--- src/rtl/control_gw_ctrl_to_network_bridge.sv ---
// Egress framer: turns each single-beat control message into a header + payload packet for the
// network bridge. Header shows 1 cycle after input acceptance; holds under bridge backpressure.
module control_gw_ctrl_to_network_bridge #(
  parameter int AXIS_DATA_WIDTH  = 64,
  parameter int AXIS_KEEP_WIDTH  = AXIS_DATA_WIDTH / 8,
  parameter int IP_PORT_WIDTH    = 16,
  parameter int IP_ADDRESS_WIDTH = 32
) (
  input  logic                        i_clk,
  input  logic                        i_ap_rst,
  input  logic                        from_ctrl_tvalid,
  output logic                        from_ctrl_tready,
  input  logic [AXIS_DATA_WIDTH-1:0]  from_ctrl_tdata,
  input  logic [AXIS_KEEP_WIDTH-1:0]  from_ctrl_tkeep,
  input  logic [IP_PORT_WIDTH-1:0]    from_ctrl_tid,
  input  logic [IP_PORT_WIDTH-1:0]    from_ctrl_tdest,
  input  logic [IP_ADDRESS_WIDTH-1:0] from_ctrl_tuser,
  input  logic                        from_ctrl_tlast,
  output logic                        to_network_bridge_tvalid,
  input  logic                        to_network_bridge_tready,
  output logic [AXIS_DATA_WIDTH-1:0]  to_network_bridge_tdata,
  output logic [AXIS_KEEP_WIDTH-1:0]  to_network_bridge_tkeep,
  output logic [IP_PORT_WIDTH-1:0]    to_network_bridge_tid,
  output logic [IP_PORT_WIDTH-1:0]    to_network_bridge_tdest,
  output logic [IP_ADDRESS_WIDTH-1:0] to_network_bridge_tuser,
  output logic                        to_network_bridge_tlast,
  output logic [31:0]                 o_tx_count,
  output logic [15:0]                 o_drop_count
);

  typedef enum logic [1:0] {IDLE, HDR, PAY} state_t;

  state_t                      state, state_nxt;
  logic [AXIS_DATA_WIDTH-1:0]  cap_data;
  logic [AXIS_KEEP_WIDTH-1:0]  cap_keep;
  logic [IP_PORT_WIDTH-1:0]    cap_tid;
  logic [IP_PORT_WIDTH-1:0]    cap_tdest;
  logic [IP_ADDRESS_WIDTH-1:0] cap_tuser;
  logic [31:0]                 tx_count_q;
  logic [15:0]                 drop_count_q;
  logic                        running;
  logic                        capture;
  logic                        drop;
  logic                        tx_done;
  logic [15:0]                 keep_bytes;
  logic [AXIS_DATA_WIDTH-1:0]  hdr_data;

  // Holds input ready low for the first cycle after reset, so a reset edge is visible upstream.
  always_comb begin
    state_nxt                = state;
    from_ctrl_tready         = 1'b0;
    to_network_bridge_tvalid = 1'b0;
    to_network_bridge_tlast  = 1'b0;
    capture                  = 1'b0;
    drop                     = 1'b0;
    tx_done                  = 1'b0;
    case (state)
      IDLE: begin
        from_ctrl_tready = running;
        if (running && from_ctrl_tvalid) begin
          if (from_ctrl_tlast) begin
            capture   = 1'b1;
            state_nxt = HDR;
          end else begin
            drop = 1'b1;
          end
        end
      end
      HDR: begin
        to_network_bridge_tvalid = 1'b1;
        if (to_network_bridge_tready) state_nxt = PAY;
      end
      PAY: begin
        to_network_bridge_tvalid = 1'b1;
        to_network_bridge_tlast  = 1'b1;
        from_ctrl_tready         = to_network_bridge_tready;
        if (to_network_bridge_tready) begin
          tx_done   = 1'b1;
          state_nxt = IDLE;
          if (from_ctrl_tvalid) begin
            if (from_ctrl_tlast) begin
              capture   = 1'b1;
              state_nxt = HDR;
            end else begin
              drop = 1'b1;
            end
          end
        end
      end
      default: state_nxt = IDLE;
    endcase
  end

  always_comb begin
    keep_bytes = 16'd0;
    for (int i = 0; i < AXIS_KEEP_WIDTH; i++) keep_bytes = keep_bytes + 16'(cap_keep[i]);
    hdr_data        = '0;
    hdr_data[15:0]  = keep_bytes;
    hdr_data[31:16] = cap_tdest;
    hdr_data[63:32] = cap_tuser;
  end

  assign to_network_bridge_tdata = (state == HDR) ? hdr_data : cap_data;
  assign to_network_bridge_tkeep = (state == HDR) ? {AXIS_KEEP_WIDTH{1'b1}} : cap_keep;
  assign to_network_bridge_tid   = cap_tid;
  assign to_network_bridge_tdest = cap_tdest;
  assign to_network_bridge_tuser = cap_tuser;
  assign o_tx_count              = tx_count_q;
  assign o_drop_count            = drop_count_q;

  always_ff @(posedge i_clk) begin
    if (i_ap_rst) begin
      state        <= IDLE;
      running      <= 1'b0;
      cap_data     <= '0;
      cap_keep     <= '0;
      cap_tid      <= '0;
      cap_tdest    <= '0;
      cap_tuser    <= '0;
      tx_count_q   <= '0;
      drop_count_q <= '0;
    end else begin
      state   <= state_nxt;
      running <= 1'b1;
      if (capture) begin
        cap_data  <= from_ctrl_tdata;
        cap_keep  <= from_ctrl_tkeep;
        cap_tid   <= from_ctrl_tid;
        cap_tdest <= from_ctrl_tdest;
        cap_tuser <= from_ctrl_tuser;
      end
      if (tx_done) tx_count_q <= tx_count_q + 32'd1;
      if (drop && drop_count_q != 16'hFFFF) drop_count_q <= drop_count_q + 16'd1;
    end
  end

endmodule

--- config.mk ---
export PLATFORM = sky130hd
export DESIGN_NAME = control_gw_ctrl_to_network_bridge
export DESIGN_NICKNAME = d
export VERILOG_FILES = /design/src/rtl/control_gw_ctrl_to_network_bridge.sv
export SDC_FILE = /design/constraint.sdc
export NUM_CORES = 1
export LEC_CHECK = 0
export CORE_MARGIN = 4
export CORE_UTILIZATION = 23
export CTS_CLUSTER_SIZE = 12
export DETAILED_ROUTE_END_ITERATION = 16
export DONT_BUFFER_PORTS = 1
export PLACE_DENSITY = 0.46
export RECOVER_POWER = 100
export SYNTH_ARGS = -nofsm -noshare
export SYNTH_HDL_FRONTEND = slang
export SYNTH_SLANG_ARGS = --single-unit
--- constraint.sdc ---
create_clock -name i_clk -period 3.35 [get_ports i_clk]
set_clock_uncertainty 0.05 [all_clocks]
set_input_delay 0 -clock i_clk [delete_from_list [all_inputs] [get_ports i_clk]]
set_output_delay 0 -clock i_clk [all_outputs]
set_load 0.01 [all_outputs]
==> results of run 1 <==
## cells in the final DEF (no fill, tap or decap), drive strengths merged, types with 3 or more instances in the layout
cell type	n
dlygate4sd3	162
a21oi	169
nor2b	16
nand3	14
or4	22
nand2	292
and2	3
xor2	5
fa	4
or2	8
and3	6
xnor2	6
or3	7
o31ai	19
mux2	54
dfxtp	187
nor4	4
buf	5
and4	7
nand4	18
o21ai	9
clkbuf	22
ha	9
nor2	23
clkinv	5
inv	28
## path summary, 6_finish.rpt
path,slack (ps),end,from
setup / recovery,40,to_network_bridge_tdata[2],cap_keep[0]
hold / removal,70,o_drop_count[10],from_ctrl_tvalid
setup reg to reg,370,cap_data[25],state[1]
hold reg to reg,400,cap_data[10],cap_data[10]
## cells by family after synthesis
kind of cell / after synthesis / share of synthesized area, %
and+or+nand+nor: 428 / 24.0
adders and majority gates: 13 / 2.38
xor gates and xnor gates: 11 / 1.19
muxes: 56 / 7.76
DFF: 187 / 46.2
AOI/OAI and AO/OA: 209 / 14.0
buffers and inverters: 91 / 4.48
## what timing repair did
action | 4_1_cts | 5_1_grt
hold buffers | 163 | 0
endpoints found under the hold margin | 187 | 0
gates resized for setup | 4 | 3
pin swaps | 0 | 1
setup endpoints to repair | 2 | 2
## sequential cells by signal (all words and copies together) (netlist names)
name,flops
running,1
state,2
o_drop_count,16
to_network_bridge_tuser,32
to_network_bridge_tid,16
cap_data,64
cap_keep,8
to_network_bridge_tdest,16
o_tx_count,32
## synth_stat cells, types with 6 or more instances
library cell	count
nand2_1	292
dfxtp_1	187
a21oi_1	169
mux2_2	54
clkbuf_1	53
nor2_1	23
inv_1	21
or4_1	21
o31ai_1	19
nand4_1	17
nor2b_1	16
nand3_1	13
buf_2	11
ha_1	9
o21ai_0	9
or2_2	8
and4_1	7
or3_1	7
and3_1	6
xnor2_1	6
## tightest hold or removal path: stages
cell      delay, ps
nand2b_1        110
nand4b_1        290
o41ai_1         100
## metal layers
layer / vias to the layer above / routed length (µm) / track usage, %
li1: 3629 / - / -
met5: - / 0 / 0
met2: 204 / 13200 / 22.7
met1: 3569 / 11100 / 15.6
met3: 17 / 1970 / 5.37
met4: 0 / 299 / 3.44
## stage by stage
| step | setup TNS, ps | std cells | util, % |
|---|---|---|---|
| 3_5_place_dp | 0 | 1389 | 24.6 |
| 3_3_place_gp | 0 | 1389 | 24.6 |
| 4_1_cts | -19.4 | 1584 | 31.1 |
| 6_report | 0 | 1585 | 31.0 |
| 5_1_grt | -1300 | 1585 | 31.0 |
| 2_1_floorplan | 0 | 995 | - |
## power groups by stage
stage,Clock (mW),Sequential [mW],Combinational (mW)
CTS,2.24,2.45,1.11
global route,2.30,2.47,1.18
detailed placement,0,2.51,0.899
global placement,0,2.50,0.902
finish,2.13,2.45,1.07
floorplan,0,2.47,0.718
## area by class of cell
class | count | area share, %
repair buffers | 172 | 15.9
well taps | 455 | 5.31
clock buffers | 17 | 3.97
diodes | 1 | 0.0233
inverters | 21 | 0.735
multi-input cells | 717 | 37.5
clock inverters | 15 | 1.67
flip-flops and latches | 187 | 34.9
==> run_results.csv, run 1 <==
group,metric,value,unit
synthesis,yosys.area.top_type_share,46.2,%
global_routing,grt_use_total,13.3,%
run_status,outcome,"finished, violations left",
clock_tree,numCtsBuffers,17,
place,dp.final_hpwl,17400,µm
setup_path,path_cells,"fa_1 > inv_1 > fa_1 > fa_1 > inv_1 > ha_2 > inv_2 > fa_2 > xnor2_1 > mux2_4",
hold_path,hold_path.class,"input port to register",
clock_tree,cts_sinks,187,
floorplan,die_w,196,µm
global_routing,grt_pass1_vias,7386,
sta,worst_pin_slew,2280,ps
synthesis,ys_seq_elements,187,
floorplan,row_count,68,
power,p_clk_share,37.7,%
clock_tree,cts_buffer_depth,2,
clock_tree,postCtsSetupRepairBufs,0,
power,combPwrFrac,18.9,%
global_routing,grt_pass1_wl,41400,µm
setup_path,crit_top_cell,"fa_1",
setup_path,critPathCaptureType,"primary output",
power,p_total,5.64,mW
synthesis,syn-cell-area,8100,µm²
floorplan,start_util,23.4,%
route,ant_nets,0,
place,place_area,8510,µm²
setup_path,worst-path-stages,10,
power,power_density,527,nW/µm²
synthesis,synth_cells,995,
synthesis,synth-warning-count,0,
sta,fmax,0.302,GHz
route,wl_per_cell,16.7,µm
place,port-buffer-count,0,
finish,multiInputGateArea,4020,µm²
global_routing,antenna_found_initial,1,
finish,final_area,10700,µm²
setup_path,r2r_cells,7,
synthesis,syn-num-nets,1149,
power,seq_power_share,43.4,%
synthesis,synth_area_leaders,"dfxtp_1 46%, nand2_1 14%, a21oi_1 10%",
run_status,violations,"capacitance limit, slew limit",
floorplan,die_h,196,µm
setup_path,crit_type,"register to primary output",
clock_tree,h-tree-depth,4,
setup_path,worst-path-buf-inv,3,
synthesis,ys_types,45,
finish,area_delta_synth_final,32.4,%
setup_path,crit_family,"adder cells",
place,gp_congestion,0.813,
floorplan,boundaryPins,328,
synthesis,synth-edff-count,0,
sta,rsz0062_at_grt,"true",
setup_path,worstSetupStartpointType,"register",
sta,fin_crit_sh,98.8,%
route,vias_per_cell,4.68,
floorplan,die_area,38300,µm²
synthesis,synthFlopType,"dfxtp_1",
sta,whs,66.0,ps
route,drc,0,
synthesis,yosysSeqAreaShare,46.2,%
hold_path,hold_path_depth,3,
setup_path,cp.required,3300,ps
sta,finalCriticalPeriod,3310,ps
clock_tree,root_buffer,"clkbuf_16",
power,p_int,3.90,mW
clock_tree,cts_tree,"built",
setup_path,slowest_stage,"fa_1",
power,p_sw,1.75,mW
job,cap_violations,2,
synthesis,synth_area_leader_cell,"dfxtp_1",
power,p_leak,3.66,nW
synthesis,ys_async_sr_fraction,0,%
global_routing,grt_max_degree,189,
floorplan,core,34600,µm²
synthesis,avgSynthCellArea,8.14,µm²
clock_tree,clkLatencyLatePin,440,ps
route,drt_iter0_markers,327,
finish,regArea,3740,µm²
finish,num-fill-cells,3652,
sta,slew_headroom,-51.7,%
sta,setup_viol,0,
route,via_count,7419,
route,drt_first_pass_iters,4,
finish,layout-drive-gt1-share,7.26,%
sta,layout_setup_ws,39.9,ps
route,routed_wl,26500,µm
clock_tree,clk_pin_slew,70,ps
setup_path,arrival,3260,ps
setup_path,crit_fanout,3,
power,switching_share,31.0,%
power,vdd_drop_max,0.372,mV
setup_path,max_stage_delay,530,ps
place,dp_slack,427,ps
global_routing,gr-total-overflow,0,
sta,finalHoldViolCount,0,
finish,nets,1270,
sta,slew_viol_final,251,
(Power assumes the default switching activity.)
==> inputs of run 2 (changes only) <==
--- a/config.mk
+++ b/config.mk
@@ -5,11 +5,13 @@
 export SDC_FILE = /design/constraint.sdc
 export NUM_CORES = 1
 export LEC_CHECK = 0
+export CORE_ASPECT_RATIO = 1.25
 export CORE_MARGIN = 4
 export CORE_UTILIZATION = 23
 export CTS_CLUSTER_SIZE = 12
 export DETAILED_ROUTE_END_ITERATION = 16
 export DONT_BUFFER_PORTS = 1
+export MAX_ROUTING_LAYER = met4
 export PLACE_DENSITY = 0.46
 export RECOVER_POWER = 100
 export SYNTH_ARGS = -nofsm -noshare
==> run_results.csv, run 2 (same netlist as run 1, synthesis figures left out) <==
group,metric,value,unit
run_status,outcome,"finished, violations left",
run_status,violations,"capacitance limit, slew limit",
global_routing,grt_use_total,14.5,%
sta,setup_viol,0,
floorplan,row_count,76,
floorplan,die_w,176,µm
route,drt_first_pass_iters,4,
global_routing,grt_max_degree,190,
sta,worst_pin_slew,2310,ps
finish,final_cell_mix,"292 x nand2_1, 186 x dfxtp_1, 170 x dlygate4sd3_1",
hold_path,hold_path_depth,4,
setup_path,crit_family,"adder cells",
finish,layout-drive-gt1-share,5.97,%
finish,num-fill-cells,3716,
setup_path,critPathCaptureType,"primary output",
sta,rsz0062_at_grt,"true",
finish,diodes,0,
clock_tree,h-tree-depth,4,
route,drc,0,
setup_path,reg2reg_to,"cap_data[37]",
setup_path,path_cells,"fa_1 > inv_1 > fa_1 > fa_1 > inv_1 > ha_2 > inv_2 > fa_2 > xnor2_1 > mux2_4",
route,routed_wl,27700,µm
global_routing,grt_pass1_vias,7611,
finish,nets,1280,
clock_tree,clkLatencyLatePin,450,ps
floorplan,die_h,218,µm
floorplan,boundaryPins,328,
setup_path,crit_type,"register to primary output",
finish,area_delta_synth_final,33.5,%
hold_path,hold_path.class,"input port to register",
setup_path,max_stage_delay,520,ps
finish,final_util,31.2,%
floorplan,die_area,38300,µm²
place,port-buffer-count,0,
setup_path,arrival,3290,ps
global_routing,antenna_found_initial,1,
power,p_total,5.57,mW
finish,final_common_cell,"nand2_1",
clock_tree,cts_sinks,187,
route,via_count,7498,
place,gp_congestion,0.775,
global_routing,gr-total-overflow,0,
setup_path,worst-path-stages,10,
sta,finalHoldViolCount,0,
setup_path,regToRegSetupSlack,170,ps
sta,slew_headroom,-53.8,%
setup_path,reg2reg_from,"state[0]",
clock_tree,cts_tree,"built",
place,dp.final_hpwl,18400,µm
setup_path,cp-endpoint,"to_network_bridge_tdata[2]",
finish,instances_no_fill,1607,
global_routing,grt_pass1_wl,42900,µm
route,drt_iter0_markers,365,
finish,top_register,"cap_data",
setup_path,worst-path-buf-inv,3,
power,vdd_drop_max,0.318,mV
sta,fin_crit_sh,99.7,%
job,cap_violations,1,
place,place_inst,1402,
route,wl_per_cell,17.3,µm
clock_tree,clk_pin_slew,70,ps
floorplan,core,34600,µm²
sta,fmax,0.299,GHz
clock_tree,cts_buffer_depth,2,
finish,largest_register_ffs,64,
setup_path,crit_top_cell,"fa_1",
setup_path,worstSetupStartpointType,"register",
floorplan,start_util,23.4,%
setup_path,slowest_stage,"fa_1",
sta,finalCriticalPeriod,3340,ps
power,p_leak,3.69,nW
route,vias_per_cell,4.67,
setup_path,crit_fanout,2,
setup_path,r2r_cells,9,
setup_path,startpoint,"cap_keep[0]",
clock_tree,numCtsBuffers,17,
sta,slew_viol_final,190,
setup_path,cp.required,3300,ps
clock_tree,root_buffer,"clkbuf_16",
route,ant_nets,0,
power,power_density,515,nW/µm²
run 2: cell types whose count changed in the layout (fill, tap and decap cells not counted), moves of 2 or more:
cell           previous run  this run
mux2_1                   33        48
mux2_2                   20         5
dlygate4sd3_1           162       170
inv_8                     4         0
clkbuf_8                  0         3
clkinvlp_4                1         4
inv_6                     3         0
clkbuf_2                  1         3
clkinv_2                  1         3
clkinv_4                  4         2
run 2: metal layers:
metal  track usage [%]  vias up  share of wire [%]
met5                 -        -                  0
met4              5.95        0                2.8
met3              5.08       55                7.0
met2              24.3      217                 51
met1              15.9     3582                 39
li1                  -     3644                  -
run 2: tightest hold or removal path, delay by kind of cell:
family           cells  cell delay [ps]
XOR/XNOR             1               70
AND/OR/NAND/NOR      3              470
run 2: worst min path at each step:
stage,start,endpoint,slack [ps]
2_1_floorplan,from_ctrl_tdata[10],cap_data[10],90
3_3_place_gp,i_ap_rst,to_network_bridge_tuser[8],30
3_5_place_dp,i_ap_rst,to_network_bridge_tuser[8],30
4_1_cts,from_ctrl_tvalid,cap_data[33],0.02
5_1_grt,to_network_bridge_tready,o_tx_count[4],60
6_report,to_network_bridge_tready,o_tx_count[4],70
run 2: per-stage QoR:
step	hold slack, ps	setup WS [ps]	area [µm²]	setup TNS [ps]
after floorplan	86.0	517	8100	0
after global placement	34.8	416	8550	0
after detailed placement	33.6	401	8550	0
after CTS	0.0202	-35.5	10900	-35.5
after global routing	61.6	-106	10800	-106
final	71.7	9.73	10800	0
run 2: timing repair:
action,in CTS,in global routing
hold buffers,171,0
setup endpoints to repair,2,4
resized for setup,6,2
gates cloned,0,1
buffers inserted,1,0
pin swaps,0,2
endpoints found under the hold margin,187,0
run 2: area by class of cell:
| type | count | area, µm² | share of cell area (%) |
|---|---|---|---|
| clock buffers | 22 | 474 | 4.39 |
| clock inverters | 10 | 92.6 | 0.857 |
| multi-input cells | 718 | 4030 | 37.3 |
| repair buffers | 181 | 1800 | 16.7 |
| well taps | 468 | 586 | 5.42 |
| flip-flops and latches | 187 | 3740 | 34.7 |
| inverters | 21 | 78.8 | 0.730 |
run 2: power breakdown:
part / internal (mW) / switching [mW]
Clock: 1.08 / 0.922
Sequential: 2.34 / 0.114
Combinational: 0.433 / 0.675
==> inputs of run 3 (changes only) <==
--- a/config.mk
+++ b/config.mk
@@ -5,6 +5,7 @@
 export SDC_FILE = /design/constraint.sdc
 export NUM_CORES = 1
 export LEC_CHECK = 0
+export ABC_AREA = 1
 export CORE_ASPECT_RATIO = 1.25
 export CORE_MARGIN = 4
 export CORE_UTILIZATION = 23
==> run_results.csv, run 3 <==
group,metric,value,unit
run_status,violations,"setup timing",
floorplan,die_w,180,µm
route,drt_iter0_markers,301,
synthesis,ys_seq_elements,187,
clock_tree,cts_buffer_depth,2,
finish,instances_no_fill,1878,
sta,rsz0062_at_grt,"true",
global_routing,grt_max_degree,92,
setup_path,crit_top_cell,"fa_1",
finish,area_delta_synth_final,28.2,%
power,p_total,6.05,mW
synthesis,syn-cell-area,8530,µm²
global_routing,grt_pass1_wl,44800,µm
synthesis,synthFlopType,"dfxtp_1",
clock_tree,clkLatencyLatePin,450,ps
synthesis,synth_common_cells,"344 x nor2_1, 294 x nand2_1, 187 x dfxtp_1",
finish,final_cell_mix,"345 x nor2_1, 295 x nand2_1, 186 x dfxtp_1",
hold_path,whs_endpoint,"to_network_bridge_tid[13]",
floorplan,die_area,40200,µm²
place,gp_congestion,0.841,
power,p_int,3.98,mW
synthesis,ys_async_sr_fraction,0,%
power,p_leak,4.35,nW
floorplan,die_h,223,µm
setup_path,crit_family,"adder cells",
clock_tree,root_buffer,"clkbuf_16",
place,port-buffer-count,0,
setup_path,max_stage_delay,520,ps
sta,setup_viol,1,
sta,finalHoldViolCount,0,
route,dr_wl_met3,2040,µm
route,vias_per_cell,4.40,
synthesis,synth_area_leaders,"dfxtp_1 44%, nor2_1 15%, nand2_1 13%",
route,via_count,8254,
sta,whs,187,ps
finish,diodes,0,
hold_path,hold_path.class,"input port to register",
route,ant_nets,0,
setup_path,path_cells,"fa_1 > inv_1 > fa_1 > fa_1 > inv_1 > ha_2 > inv_2 > fa_2 > xor2_1 > o21ai_1 > buf_4",
setup_path,critPathCaptureType,"primary output",
route,drt_first_pass_iters,5,
power,p_clk_share,32.8,%
route,routed_wl,28600,µm
sta,fmax,0.293,GHz
clock_tree,cts_sinks,187,
clock_tree,clk_pin_slew,70,ps
sta,fin_crit_sh,102,%
power,power_density,554,nW/µm²
finish,nets,1540,
floorplan,boundaryPins,328,
synthesis,ys_types,34,
run_status,outcome,"finished, violations left",
setup_path,arrival,3360,ps
power,seq_power_share,44.7,%
sta,finalCriticalPeriod,3410,ps
synthesis,yosys.area.top_type_share,43.9,%
setup_path,r2r_cells,9,
finish,largest_register_ffs,64,
synthesis,synth_area_leader_cell,"dfxtp_1",
floorplan,row_count,78,
synthesis,synth_most_common_cell,"nor2_1",
setup_path,worst-path-buf-inv,4,
sta,layout_setup_ws,-57.9,ps
setup_path,slowest_stage,"fa_1",
finish,layout-drive-gt1-share,5.22,%
setup_path,worstSetupStartpointType,"register",
clock_tree,numCtsBuffers,17,
synthesis,syn-num-nets,1426,
synthesis,synth-edff-count,0,
finish,num-fill-cells,4008,
power,p_sw,2.07,mW
hold_path,hold_start,"from_ctrl_tid[13]",
synthesis,synth-warning-count,0,
global_routing,gr-total-overflow,0,
finish,top_register,"cap_data",
setup_path,reg2reg_from,"state[0]",
power,combPwrFrac,22.5,%
floorplan,core,36500,µm²
sta,fin_tns_setup,-57.9,ps
sta,slew_headroom,5.65,%
route,highest_layer,"met4",
synthesis,avgSynthCellArea,6.70,µm²
global_routing,grt_pass1_vias,8071,
setup_path,crit_type,"register to primary output",
global_routing,antenna_found_initial,0,
place,dp.final_hpwl,20300,µm
job,cap_violations,0,
synthesis,yosysSeqAreaShare,43.9,%
route,drc,0,
finish,final_common_cell,"nor2_1",
power,switching_share,34.3,%
route,wl_met1,11800,µm
sta,worst_pin_slew,1420,ps
clock_tree,cts_tree,"built",
route,met2_length,14200,µm
route,wl_per_cell,15.2,µm
synthesis,synth_cells,1272,
setup_path,reg2reg_to,"to_network_bridge_tuser[20]",
clock_tree,h-tree-depth,4,
hold_path,hold_path_depth,3,
floorplan,start_util,23.4,%
setup_path,crit_fanout,2,
sta,slew_viol_final,0,
setup_path,cp.required,3300,ps
global_routing,grt_use_total,14.3,%
place,place_inst,1703,
power,vdd_drop_max,0.472,mV
setup_path,regToRegSetupSlack,110,ps
## run 3: kinds of logic after synthesis
group                      after synthesis  synth area share [%]
xor gates and xnor gates                 7                 0.719
buffers and inverters                  158                  8.22
AOI/OAI and AO/OA                      207                  12.5
adders and majority gates               13                  2.26
DFF                                    187                  43.9
and+or+nand+nor                        700                  32.4
## run 3: worst max path at each step
stage / from / endpoint / slack (ps) / cells after the start
floorplan: cap_keep[0] / to_network_bridge_tdata[2] / 510 / 10
global placement: cap_keep[0] / to_network_bridge_tdata[2] / 210 / 11
CTS: cap_keep[0] / to_network_bridge_tdata[2] / -190 / 11
detailed placement: cap_keep[0] / to_network_bridge_tdata[2] / 230 / 11
global route: cap_keep[0] / to_network_bridge_tdata[2] / -210 / 11
finish: cap_keep[0] / to_network_bridge_tdata[2] / -60 / 11
## run 3: cell type report
class	count	area, µm²	share of cell area, %
tap	480	601	5.50
sequential	187	3740	34.3
clock inverter	12	119	1.09
multi-input combinational	927	4080	37.3
inverter	92	348	3.18
timing repair buffer	161	1600	14.6
clock buffer	19	443	4.05
## run 3: tightest hold or removal path, cell delays in order
cell,delay (ps)
dlygate4sd3_1,510
o21ai_0,70
nor2_1,70
## run 3: repair_timing
item	in CTS	in global routing
hold endpoints to repair	158	0
buffers inserted	1	1
hold buffers	142	0
pin swaps	1	1
gates cloned	0	0
setup endpoints to repair	2	2
gates resized for setup	3	4
## run 3: metal layers
metal	vias up	global-route usage [%]
met2	248	24.2
li1	4203	-
met1	3769	15.8
met3	34	5.25
met4	0	4.22
met5	-	-
## run 3: metrics by stage
stage / area (µm²) / worst slack, ps / util (%)
finish: 10900 / -57.9 / 29.9
global route: 10900 / -205 / 29.9
CTS: 10900 / -192 / 30.0
detailed placement: 8960 / 229 / 24.5
global placement: 8960 / 215 / 24.5
floorplan: 8530 / 505 / -
## run 3: power by group through the flow
stage | Clock, mW | Sequential, mW | Combinational (mW)
floorplan | 0 | 2.70 | 0.938
global placement | 0 | 2.76 | 1.25
detailed placement | 0 | 2.76 | 1.25
CTS | 2.07 | 2.71 | 1.40
global route | 2.14 | 2.74 | 1.54
finish | 1.98 | 2.71 | 1.36
